`src/rtl/rom_region_loader.sv`:
```
// Streams a download byte stream into up to N_REGIONS regions, each routed to BRAM bytes or SDRAM 16-bit words.
// Optional: define LOADER_REORDER_16_EN to honour region_reorder (per-region byte swap of SDRAM words).
module rom_region_loader #(
  parameter int unsigned N_REGIONS = 9,
  parameter int unsigned ADDR_W    = 25,
  parameter int unsigned CS_W      = 6
) (
  input  logic                           clk,
  input  logic                           reset_n,
  input  logic [N_REGIONS*ADDR_W-1:0]    region_base,
  input  logic [N_REGIONS*ADDR_W-1:0]    region_size,
  input  logic [N_REGIONS-1:0]           region_reorder,
  input  logic [N_REGIONS*CS_W-1:0]      region_cs,
  input  logic                           start,
  input  logic                           dl_valid,
  input  logic [7:0]                     dl_data,
  output logic                           dl_ready,
  output logic                           bram_wr,
  output logic [CS_W-1:0]                bram_cs,
  output logic [ADDR_W-1:0]              bram_addr,
  output logic [7:0]                     bram_data,
  output logic                           sdr_req,
  output logic [ADDR_W-1:0]              sdr_addr,
  output logic [15:0]                    sdr_data,
  input  logic                           sdr_ack,
  output logic [$clog2(N_REGIONS)-1:0]   region_idx,
  output logic                           busy,
  output logic                           done,
  output logic                           overflow
);

  localparam int unsigned IDX_W = $clog2(N_REGIONS);

  typedef enum logic [1:0] {IDLE, LOAD, SDR_WAIT, DONE} state_t;

  state_t              r_state;
  logic [IDX_W-1:0]    r_idx;
  logic [ADDR_W-1:0]   r_offset;
  logic [7:0]          r_lo;
  logic                r_pend_adv;
  logic                r_overflow;
  logic                r_dl_ready;
  logic                r_busy;
  logic                r_done;
  logic                r_bram_wr;
  logic [CS_W-1:0]     r_bram_cs;
  logic [ADDR_W-1:0]   r_bram_addr;
  logic [7:0]          r_bram_data;
  logic                r_sdr_req;
  logic [ADDR_W-1:0]   r_sdr_addr;
  logic [15:0]         r_sdr_data;

  logic [ADDR_W-1:0]   w_base;
  logic [ADDR_W-1:0]   w_size;
  logic [CS_W-1:0]     w_cs;
  logic                w_reorder;
  logic                w_swap;
  logic                w_last;
  logic                w_accept;
  logic                w_first_found;
  logic [IDX_W-1:0]    w_first_idx;
  logic                w_next_found;
  logic [IDX_W-1:0]    w_next_idx;

  // {dl_ready, busy, done} for a given state
  function automatic logic [2:0] st_flags(input state_t s);
    case (s)
      LOAD:     st_flags = 3'b110;
      SDR_WAIT: st_flags = 3'b010;
      DONE:     st_flags = 3'b101;
      default:  st_flags = 3'b000;
    endcase
  endfunction

  function automatic logic [15:0] pack(input logic [7:0] ev, input logic [7:0] od, input logic sw);
    pack = sw ? {ev, od} : {od, ev};
  endfunction

  // Current-region fields and the first/next nonzero-size region lookups
  always_comb begin
    w_base        = '0;
    w_size        = '0;
    w_cs          = '0;
    w_reorder     = 1'b0;
    w_first_found = 1'b0;
    w_first_idx   = '0;
    w_next_found  = 1'b0;
    w_next_idx    = '0;
    for (int i = 0; i < int'(N_REGIONS); i++) begin
      if (IDX_W'(i) == r_idx) begin
        w_base    = region_base[i*ADDR_W +: ADDR_W];
        w_size    = region_size[i*ADDR_W +: ADDR_W];
        w_cs      = region_cs[i*CS_W +: CS_W];
        w_reorder = region_reorder[i];
      end
    end
    for (int i = int'(N_REGIONS) - 1; i >= 0; i--) begin
      if (region_size[i*ADDR_W +: ADDR_W] != '0) begin
        w_first_found = 1'b1;
        w_first_idx   = IDX_W'(i);
        if (IDX_W'(i) > r_idx) begin
          w_next_found = 1'b1;
          w_next_idx   = IDX_W'(i);
        end
      end
    end
  end

`ifdef LOADER_REORDER_16_EN
  assign w_swap = w_reorder;
`else
  logic w_unused_reorder;
  assign w_unused_reorder = w_reorder;
  assign w_swap = 1'b0;
`endif

  assign w_last   = (r_offset == w_size - ADDR_W'(1));
  assign w_accept = dl_valid && r_dl_ready;

  always_ff @(posedge clk or negedge reset_n) begin
    if (!reset_n) begin
      r_state     <= IDLE;
      r_idx       <= '0;
      r_offset    <= '0;
      r_lo        <= '0;
      r_pend_adv  <= 1'b0;
      r_overflow  <= 1'b0;
      r_dl_ready  <= 1'b0;
      r_busy      <= 1'b0;
      r_done      <= 1'b0;
      r_bram_wr   <= 1'b0;
      r_bram_cs   <= '0;
      r_bram_addr <= '0;
      r_bram_data <= '0;
      r_sdr_req   <= 1'b0;
      r_sdr_addr  <= '0;
      r_sdr_data  <= '0;
    end else begin
      r_bram_wr <= 1'b0;
      if (start) begin
        // Restart from any state; a pending SDRAM word is dropped
        r_offset   <= '0;
        r_overflow <= 1'b0;
        r_sdr_req  <= 1'b0;
        r_pend_adv <= 1'b0;
        r_idx      <= w_first_found ? w_first_idx : '0;
        r_state    <= w_first_found ? LOAD : DONE;
        {r_dl_ready, r_busy, r_done} <= st_flags(w_first_found ? LOAD : DONE);
      end else begin
        case (r_state)
          LOAD: begin
            if (w_accept) begin
              if (w_cs != '0) begin
                r_bram_wr   <= 1'b1;
                r_bram_cs   <= w_cs;
                r_bram_addr <= r_offset;
                r_bram_data <= dl_data;
                if (w_last) begin
                  r_offset <= '0;
                  r_idx    <= w_next_found ? w_next_idx : r_idx;
                  r_state  <= w_next_found ? LOAD : DONE;
                  {r_dl_ready, r_busy, r_done} <= st_flags(w_next_found ? LOAD : DONE);
                end else begin
                  r_offset <= r_offset + ADDR_W'(1);
                end
              end else if (!r_offset[0] && !w_last) begin
                r_lo     <= dl_data;
                r_offset <= r_offset + ADDR_W'(1);
              end else begin
                // Odd byte completes a word; an even last byte flushes with a zero pad
                r_sdr_req  <= 1'b1;
                r_pend_adv <= w_last;
                r_state    <= SDR_WAIT;
                {r_dl_ready, r_busy, r_done} <= st_flags(SDR_WAIT);
                if (r_offset[0]) begin
                  r_sdr_addr <= w_base + r_offset - ADDR_W'(1);
                  r_sdr_data <= pack(r_lo, dl_data, w_swap);
                end else begin
                  r_lo       <= dl_data;
                  r_sdr_addr <= w_base + r_offset;
                  r_sdr_data <= pack(dl_data, 8'h00, w_swap);
                end
                if (!w_last) r_offset <= r_offset + ADDR_W'(1);
              end
            end
          end
          SDR_WAIT: begin
            if (sdr_ack) begin
              r_sdr_req  <= 1'b0;
              r_pend_adv <= 1'b0;
              if (r_pend_adv) begin
                r_offset <= '0;
                r_idx    <= w_next_found ? w_next_idx : r_idx;
                r_state  <= w_next_found ? LOAD : DONE;
                {r_dl_ready, r_busy, r_done} <= st_flags(w_next_found ? LOAD : DONE);
              end else begin
                r_state <= LOAD;
                {r_dl_ready, r_busy, r_done} <= st_flags(LOAD);
              end
            end
          end
          DONE: begin
            if (w_accept) r_overflow <= 1'b1;
          end
          default: ;
        endcase
      end
    end
  end

  assign dl_ready   = r_dl_ready;
  assign bram_wr    = r_bram_wr;
  assign bram_cs    = r_bram_cs;
  assign bram_addr  = r_bram_addr;
  assign bram_data  = r_bram_data;
  assign sdr_req    = r_sdr_req;
  assign sdr_addr   = r_sdr_addr;
  assign sdr_data   = r_sdr_data;
  assign region_idx = r_idx;
  assign busy       = r_busy;
  assign done       = r_done;
  assign overflow   = r_overflow;

endmodule

```
`config.mk`:
```
export PLATFORM = sky130hd
export DESIGN_NAME = rom_region_loader
export DESIGN_NICKNAME = d
export VERILOG_FILES = /design/src/rtl/rom_region_loader.sv
export SDC_FILE = /design/constraint.sdc
export NUM_CORES = 1
export LEC_CHECK = 0
export BUFFER_PORTS_ARGS = -buffer_cell sky130_fd_sc_hd__buf_2
export CORE_AREA = 5 5 236 238
export DETAILED_ROUTE_END_ITERATION = 8
export DIE_AREA = 0 0 241 243
export PLACE_DENSITY_LB_ADDON = 0.2
export SYNTH_ARGS = -nofsm -noshare
export SYNTH_HDL_FRONTEND = slang
export SYNTH_SLANG_ARGS = --single-unit
```
`constraint.sdc`:
```
create_clock -name clk -period 5.9 [get_ports clk]
set_input_delay 1.77 -clock clk [delete_from_list [all_inputs] [get_ports clk]]
set_output_delay 1.77 -clock clk [all_outputs]
set_load 0.05 [all_outputs]
```
# After elaboration in Yosys (flattened, before gate mapping)
# Cells that the tools add are included.
dict set report totals {
  ff_bits 126
  in_bits 526
  out_inout_bits 90
  wordCells 242
}
dict set report classes {
  addsub 4
  magnitude_cmp 9
  eq_ne 29
  n_mux 155
  bitwise_logic 3
  n_reduce_logical 26
}
# op n
set op_table {}
lappend op_table {{$mux W25} 27}
lappend op_table {{$reduce_bool A25 Y1} 9}
lappend op_table {{$mux W4} 35}
lappend op_table {{$mux W1} 62}
lappend op_table {{$mux W6} 9}
lappend op_table {{$pmux W25 S2} 1}
lappend op_table {{$sub A25 B1 Y25 const B} 2}
lappend op_table {{$add A25 B1 Y25 const B} 1}
lappend op_table {{$add A25 B25 Y25} 1}
lappend op_table {{$eq A25 B25 Y1} 1}
lappend op_table {{$reduce_and A5 Y1} 5}
lappend op_table {{$ne A3 B3 Y1 const B} 7}
lappend op_table {{$mux W2} 9}
lappend op_table {{$pmux W3 S3} 2}
lappend op_table {{$eq A3 B4 Y1 const A} 4}
lappend op_table {{$gt A3 B4 Y1 const A} 4}
lappend op_table {{$mux W16} 1}
lappend op_table {{$mux W8} 2}
lappend op_table {{$eq A2 B2 Y1 const B} 6}
lappend op_table {{$pmux W1 S2} 5}
lappend op_table {{$eq A2 B4 Y1 const A} 2}
lappend op_table {{$gt A1 B4 Y1 const A} 2}
lappend op_table {{$gt A2 B4 Y1 const A} 2}
lappend op_table {{$ne A4 B4 Y1 const B} 2}
lappend op_table {{other kinds (18)} 25}

# Depth between registers and ports, before layout
dict set report logic_depth {
  ltp_word 27
  mapped_depth 25
  ltp_nobuf 21
}

# Worst setup path before layout
# No wires, ideal clock.
dict set report synth_timing {
  kind {flip-flop to flip-flop}
  from {reg r_idx[1] (netlist: region_idx[1])}
  to {reg r_sdr_addr[23] (netlist: sdr_addr[23])}
  setup_time_ps 125
  arrival_time_ps 6476
  t_required_ps 5775
  path_slack_ps -700
  stages_incl_launch_ff 26
  path_buffers 6
  synth_period_minus_slack_ps 6600
  path_cell_list {dfrtp_1 buf_6 buf_4 clkbuf_1 buf_2 buf_1 buf_1 mux2i_1 o21ai_0 nand2_1 nand4_1 ha_1 fa_1 a21oi_1 o21bai_1 a211o_1 nand2_1 o311ai_0 o21a_1 or3_1 nand2_1 or4b_2 nor4b_1 nand4_1 xor2_1 mux2_2}
}
dict set report synth_between {
  elab_chain_cells 16
  word_cells_on_any_way 47
  classes_between {add/sub: 3; eq/ne: 9; mux: 28; bitwise: 2; reduce/logical: 5}
}
# item line_no
set synth_rtl {}
lappend synth_rtl {{from (decl)} 37} ;# logic [IDX_W-1:0] r_idx;
lappend synth_rtl {{from (signal assigned)} 146} ;# r_idx <= w_first_found ? w_first_idx : '0;
lappend synth_rtl {{from (signal assigned)} 160} ;# r_idx <= w_next_found ? w_next_idx : r_idx;
lappend synth_rtl {{from (signal assigned)} 193} ;# r_idx <= w_next_found ? w_next_idx : r_idx;
lappend synth_rtl {{branches (longest 16 deep; another with $add A25 B25 Y25)} -}
lappend synth_rtl {{to (signal assigned)} 176} ;# r_sdr_addr <= w_base + r_offset - ADDR_W'(1);
lappend synth_rtl {{to (signal assigned)} 180} ;# r_sdr_addr <= w_base + r_offset;
lappend synth_rtl {{to (decl)} 50} ;# logic [ADDR_W-1:0] r_sdr_addr;
# Several ways; the timed one is not identified.
# A chain may end at the register's enable or synchronous reset.

# Worst setup path after layout
dict set report layout_timing {
  from {in region_base[53]}
  to {reg r_sdr_addr[23] (netlist: sdr_addr[23])}
}
dict set report layout_between {
  elab_chain_cells 10
}
# item line_no
set layout_rtl {}
lappend layout_rtl {{from (decl)} 10} ;# input logic [N_REGIONS*ADDR_W-1:0] region_base,
lappend layout_rtl {{$mux W25 * (7 in a row)} 90} ;# if (IDX_W'(i) == r_idx) begin
lappend layout_rtl {{$add A25 B25 Y25 *} {176, 180}}
lappend layout_rtl {{$sub A25 B1 Y25} 176}
lappend layout_rtl {{$mux W25 *} 175} ;# if (r_offset[0]) begin
# Every way passes the cells marked *; elsewhere a longest branch is shown, timed or not.

==> flow_metrics.tcl <==
set metrics [dict create \
    num_vias 16400 \
    setup_violations 0 \
    netlist.top_cell.by_area "sky130_fd_sc_hd__dfrtp_1" \
    antenna_found_initial 14 \
    detailedRoute.firstPassIterationCount 6 \
    ys.flop_type "sky130_fd_sc_hd__dfrtp_1" \
    rsz0062_at_grt "yes" \
    synth-async-reset-ratio_pct 100 \
    worst_path_largest_cell_delay_ns 0.49 \
    ys_seq_area_share_pct 24.3 \
    top_cells_by_area_in_the_synthesized_netlist "sky130_fd_sc_hd__dfrtp_1 (24%), sky130_fd_sc_hd__mux2_2 (5.4%), sky130_fd_sc_hd__a21oi_1 (5.4%), sky130_fd_sc_hd__mux2i_1 (4.7%), sky130_fd_sc_hd__nand2_1 (4.5%)" \
    worst_skew_pair.late_latency_ns 0.45 \
    finalWirelength_microns 77900 \
    holdCritStartpoint "sdr_addr[18]" \
    p_per_area_nw_per_um2 514 \
    fin_crit_ns 5.70 \
    dp.cells 3002 \
    final_cells 3042 \
    cts.sink_count 125 \
    finalHoldViolations 0 \
    critPathArrivalTime_ns 6.04 \
    critical_path.startpoint_type "input port" \
    timing.critical_path.slowest_stage_cell "sky130_fd_sc_hd__or4b_4" \
    ctsRootBufferMaster "sky130_fd_sc_hd__clkbuf_16" \
    report.power.total_mw 9.51 \
    via_count_normalized_by_instance_count 5.40 \
    row_count 85 \
    grt-ovfl-total 0 \
    holdCritPathClass "reg -> reg" \
    hold_buffers 0 \
    maxCapViolCount 0 \
    worst_max_slew_pin_slew_ns 1.01 \
    groute.usage.overall_pct 25.2 \
    cts.path.max_buffers 2 \
    place.port_buffers 606 \
    outcome "complete, no violations" \
    place.detailed.hpwl_microns 65600 \
    synth_enable_flop_cells 0 \
    max_freq_mhz 175 \
    layout-drive-gt1-share_pct 39.8 \
    hold_depth 1 \
    grt_start_max_net_pins 85 \
    final.setup.tns_ns 0 \
    die_width_microns 241 \
    layout.nets 2881 \
    syn_avg_cell_area_sq_um 7.88 \
    syn-num-nets 2188 \
    setup.worst_path.start "region_base[53]" \
    worst_r2r_startpoint "region_idx[1]" \
    postSynthCellCount 1634 \
    top_usage_layer "met2" \
    cts_tree "yes" \
    drt_drc_violations_left 0 \
    globalRouteMet3Util_pct 5.01 \
    netlist_area_sq_um 12900 \
    post-route-period-util_pct 96.7 \
    die_h_microns 243 \
    area_of_the_die_sq_um 58600 \
    relSlewSlack_pct 32.8 \
    gp_routability_congestion 0.972 \
    wl_per_cell_microns 25.6 \
    crit_path_cell_trace "buf_2, nand2b_1, a21oi_1, a222oi_1, o211ai_1, o21ai_0, buf_4, a31oi_1, ha_1, inv_1, o21bai_1, a211o_1, nand2_1, o311ai_2, o21a_1, or3_1, nand2_1, or4b_4, nor4b_4, nand4_1, xor2_1, mux2_2" \
    cp.required_ns 6.23 \
    grt_first_pass_wirelength_microns 111000 \
    floorplan.initialDensity_pct 24.1 \
    cts_made_buffers 17 \
    netlist_top_cells_count "sky130_fd_sc_hd__nand2_1 (153), sky130_fd_sc_hd__a21oi_1 (138), sky130_fd_sc_hd__nor2_1 (135)" \
    first_global_vias 16500 \
    flow.area_growth_from_synthesis_pct 43.7 \
    detailedRoute.firstIterationViolations 1281 \
    number_of_distinct_standard_cells_referenced_by_the_synthesized_netlist 89 \
    timing_max_transition_violations_final 0 \
    yosys_warnings 0 \
    whs_ns 0.482 \
    top_area_cell_type_share_of_the_netlist_area_pct 24.3 \
    finClkSkew_ns 0.0181 \
    grt_use_met2_pct 41.7 \
    clkSlewWorstSetupHoldPaths_ns 0.06 \
    use_met1_pct 33.2 \
    crit_top_cell "sky130_fd_sc_hd__nand2_1" \
    crit_type "in -> reg" \
    io-pin-count 616 \
    synthesized_flop_and_latch_total 125 \
    max_h_tree_level 4 \
    r2r.worst_path.cells 17 \
    yosys.cell_count.top_type "sky130_fd_sc_hd__nand2_1" \
    critPathCaptureType "flop" \
    final_antenna_net_count 0 \
    crit_path_max_fanout 3 \
    power.ir.vdd_worst_v 0.000214 \
    static-leakage-power_nw 8.60 \
    core_area_sq_um 53400 \
]
[cell type report]
cell class	count	area, sq um
antenna	7	17.5
clock buffer	22	484
clock inverter	9	134
fill	5754	34900
inverter	41	154
multi-input combinational	1361	9230
sequential	125	3140
tap	696	871
timing repair buffer	781	4480
[registers in the layout, indices dropped and copies added, names as in the netlist, 2 cells and up]
name	count
sdr_addr	25
sdr_data	16
r_offset	25
bram_cs	6
r_lo	8
region_idx	4
bram_data	8
r_state	2
bram_addr	25
[worst paths after layout]
check | end | slack [ns]
max in group asynchronous | bram_data[7] | 3.44
worst min-delay path | sdr_addr[18] | 0.48
worst min register to register | sdr_addr[18] | 0.48
min in group asynchronous | bram_addr[10] | 1.40
worst max register to register | r_offset[0] | 0.32
worst max-delay path | sdr_addr[23] | 0.20
[what timing repair did]
item,in CTS,in global routing
gates resized for setup,8,17
pin swaps,1,7
setup buffers,0,2
endpoints found under the setup margin,3,9
[stage by stage]
stage                     instance area [sq um]  utilization (%)  setup slack, ns
after floorplan                           12900                -          0.00761
after CTS                                 18400             34.5           0.0103
after detailed placement                  17800             33.3           -0.655
after global placement                    17800             33.3           -0.666
final                                     18500             34.7            0.197
after global routing                      18500             34.7          -0.0488
[layout by cell type (no fill, tap or decap), types with 8 or more instances in the layout]
cell,netlist,final
sky130_fd_sc_hd__or3_1,12,12
sky130_fd_sc_hd__buf_12,0,10
sky130_fd_sc_hd__clkbuf_16,0,17
sky130_fd_sc_hd__nand4b_1,9,9
sky130_fd_sc_hd__o21ai_1,17,19
sky130_fd_sc_hd__nor3_1,35,33
sky130_fd_sc_hd__buf_4,9,165
sky130_fd_sc_hd__a22oi_1,55,55
sky130_fd_sc_hd__buf_2,23,605
sky130_fd_sc_hd__xnor2_1,44,44
sky130_fd_sc_hd__nor2_1,135,131
sky130_fd_sc_hd__and2_1,10,9
sky130_fd_sc_hd__a222oi_1,10,10
sky130_fd_sc_hd__and3_1,24,24
sky130_fd_sc_hd__ha_1,27,27
sky130_fd_sc_hd__or2_2,8,8
sky130_fd_sc_hd__nand3_1,28,28
sky130_fd_sc_hd__a22o_1,25,25
sky130_fd_sc_hd__nand3b_1,9,9
sky130_fd_sc_hd__mux2_2,62,62
sky130_fd_sc_hd__xor2_1,25,25
sky130_fd_sc_hd__o221ai_1,14,14
sky130_fd_sc_hd__o22ai_1,20,20
sky130_fd_sc_hd__inv_1,40,40
sky130_fd_sc_hd__mux2i_1,61,61
sky130_fd_sc_hd__nand4_1,33,33
sky130_fd_sc_hd__mux2_1,9,9
sky130_fd_sc_hd__a21o_1,10,10
sky130_fd_sc_hd__nand2b_1,22,22
sky130_fd_sc_hd__nor4_1,50,48
sky130_fd_sc_hd__o2bb2ai_1,8,8
sky130_fd_sc_hd__a31oi_1,25,23
sky130_fd_sc_hd__o211ai_1,23,23
sky130_fd_sc_hd__nand2_1,153,153
sky130_fd_sc_hd__a21oi_1,138,135
sky130_fd_sc_hd__o21ai_0,88,84
sky130_fd_sc_hd__dfrtp_1,125,122
sky130_fd_sc_hd__nor2b_1,34,33
sky130_fd_sc_hd__a221o_1,15,15
[critical path: cells and delay by family]
kind            cells  cell delay, ns
compound gates      9            1.69
xor+xnor            1            0.16
fa+ha+maj           1            0.31
buf+inv             3            0.35
mux                 1            0.26
simple gates        7            1.50
[power breakdown]
part | internal, mW | switching (mW)
clock | 0.708 | 0.433
combinational | 2.76 | 4.37
sequential | 1.07 | 0.157
total | 4.54 | 4.96
[per-layer routing]
metal | part of all wire, % | wire length (microns) | vias to the layer above
met5 | 0.089 | 69 | -
met4 | 2.7 | 2080 | 10
met3 | 7.3 | 5700 | 105
met2 | 48 | 37400 | 760
met1 | 42 | 32700 | 7940
li1 | - | - | 7619
[cells by family after synthesis]
group / after synthesis / share of synthesized area [%]
buffers and inverters: 148 / 5.27
AOI/OAI and AO/OA: 527 / 27.4
muxes: 132 / 10.9
DFF: 125 / 24.3
xor gates and xnor gates: 69 / 4.69
and+or+nand+nor: 605 / 24.6
adders and majority gates: 28 / 2.78
No activity file was read; power rests on OpenSTA's default activity.
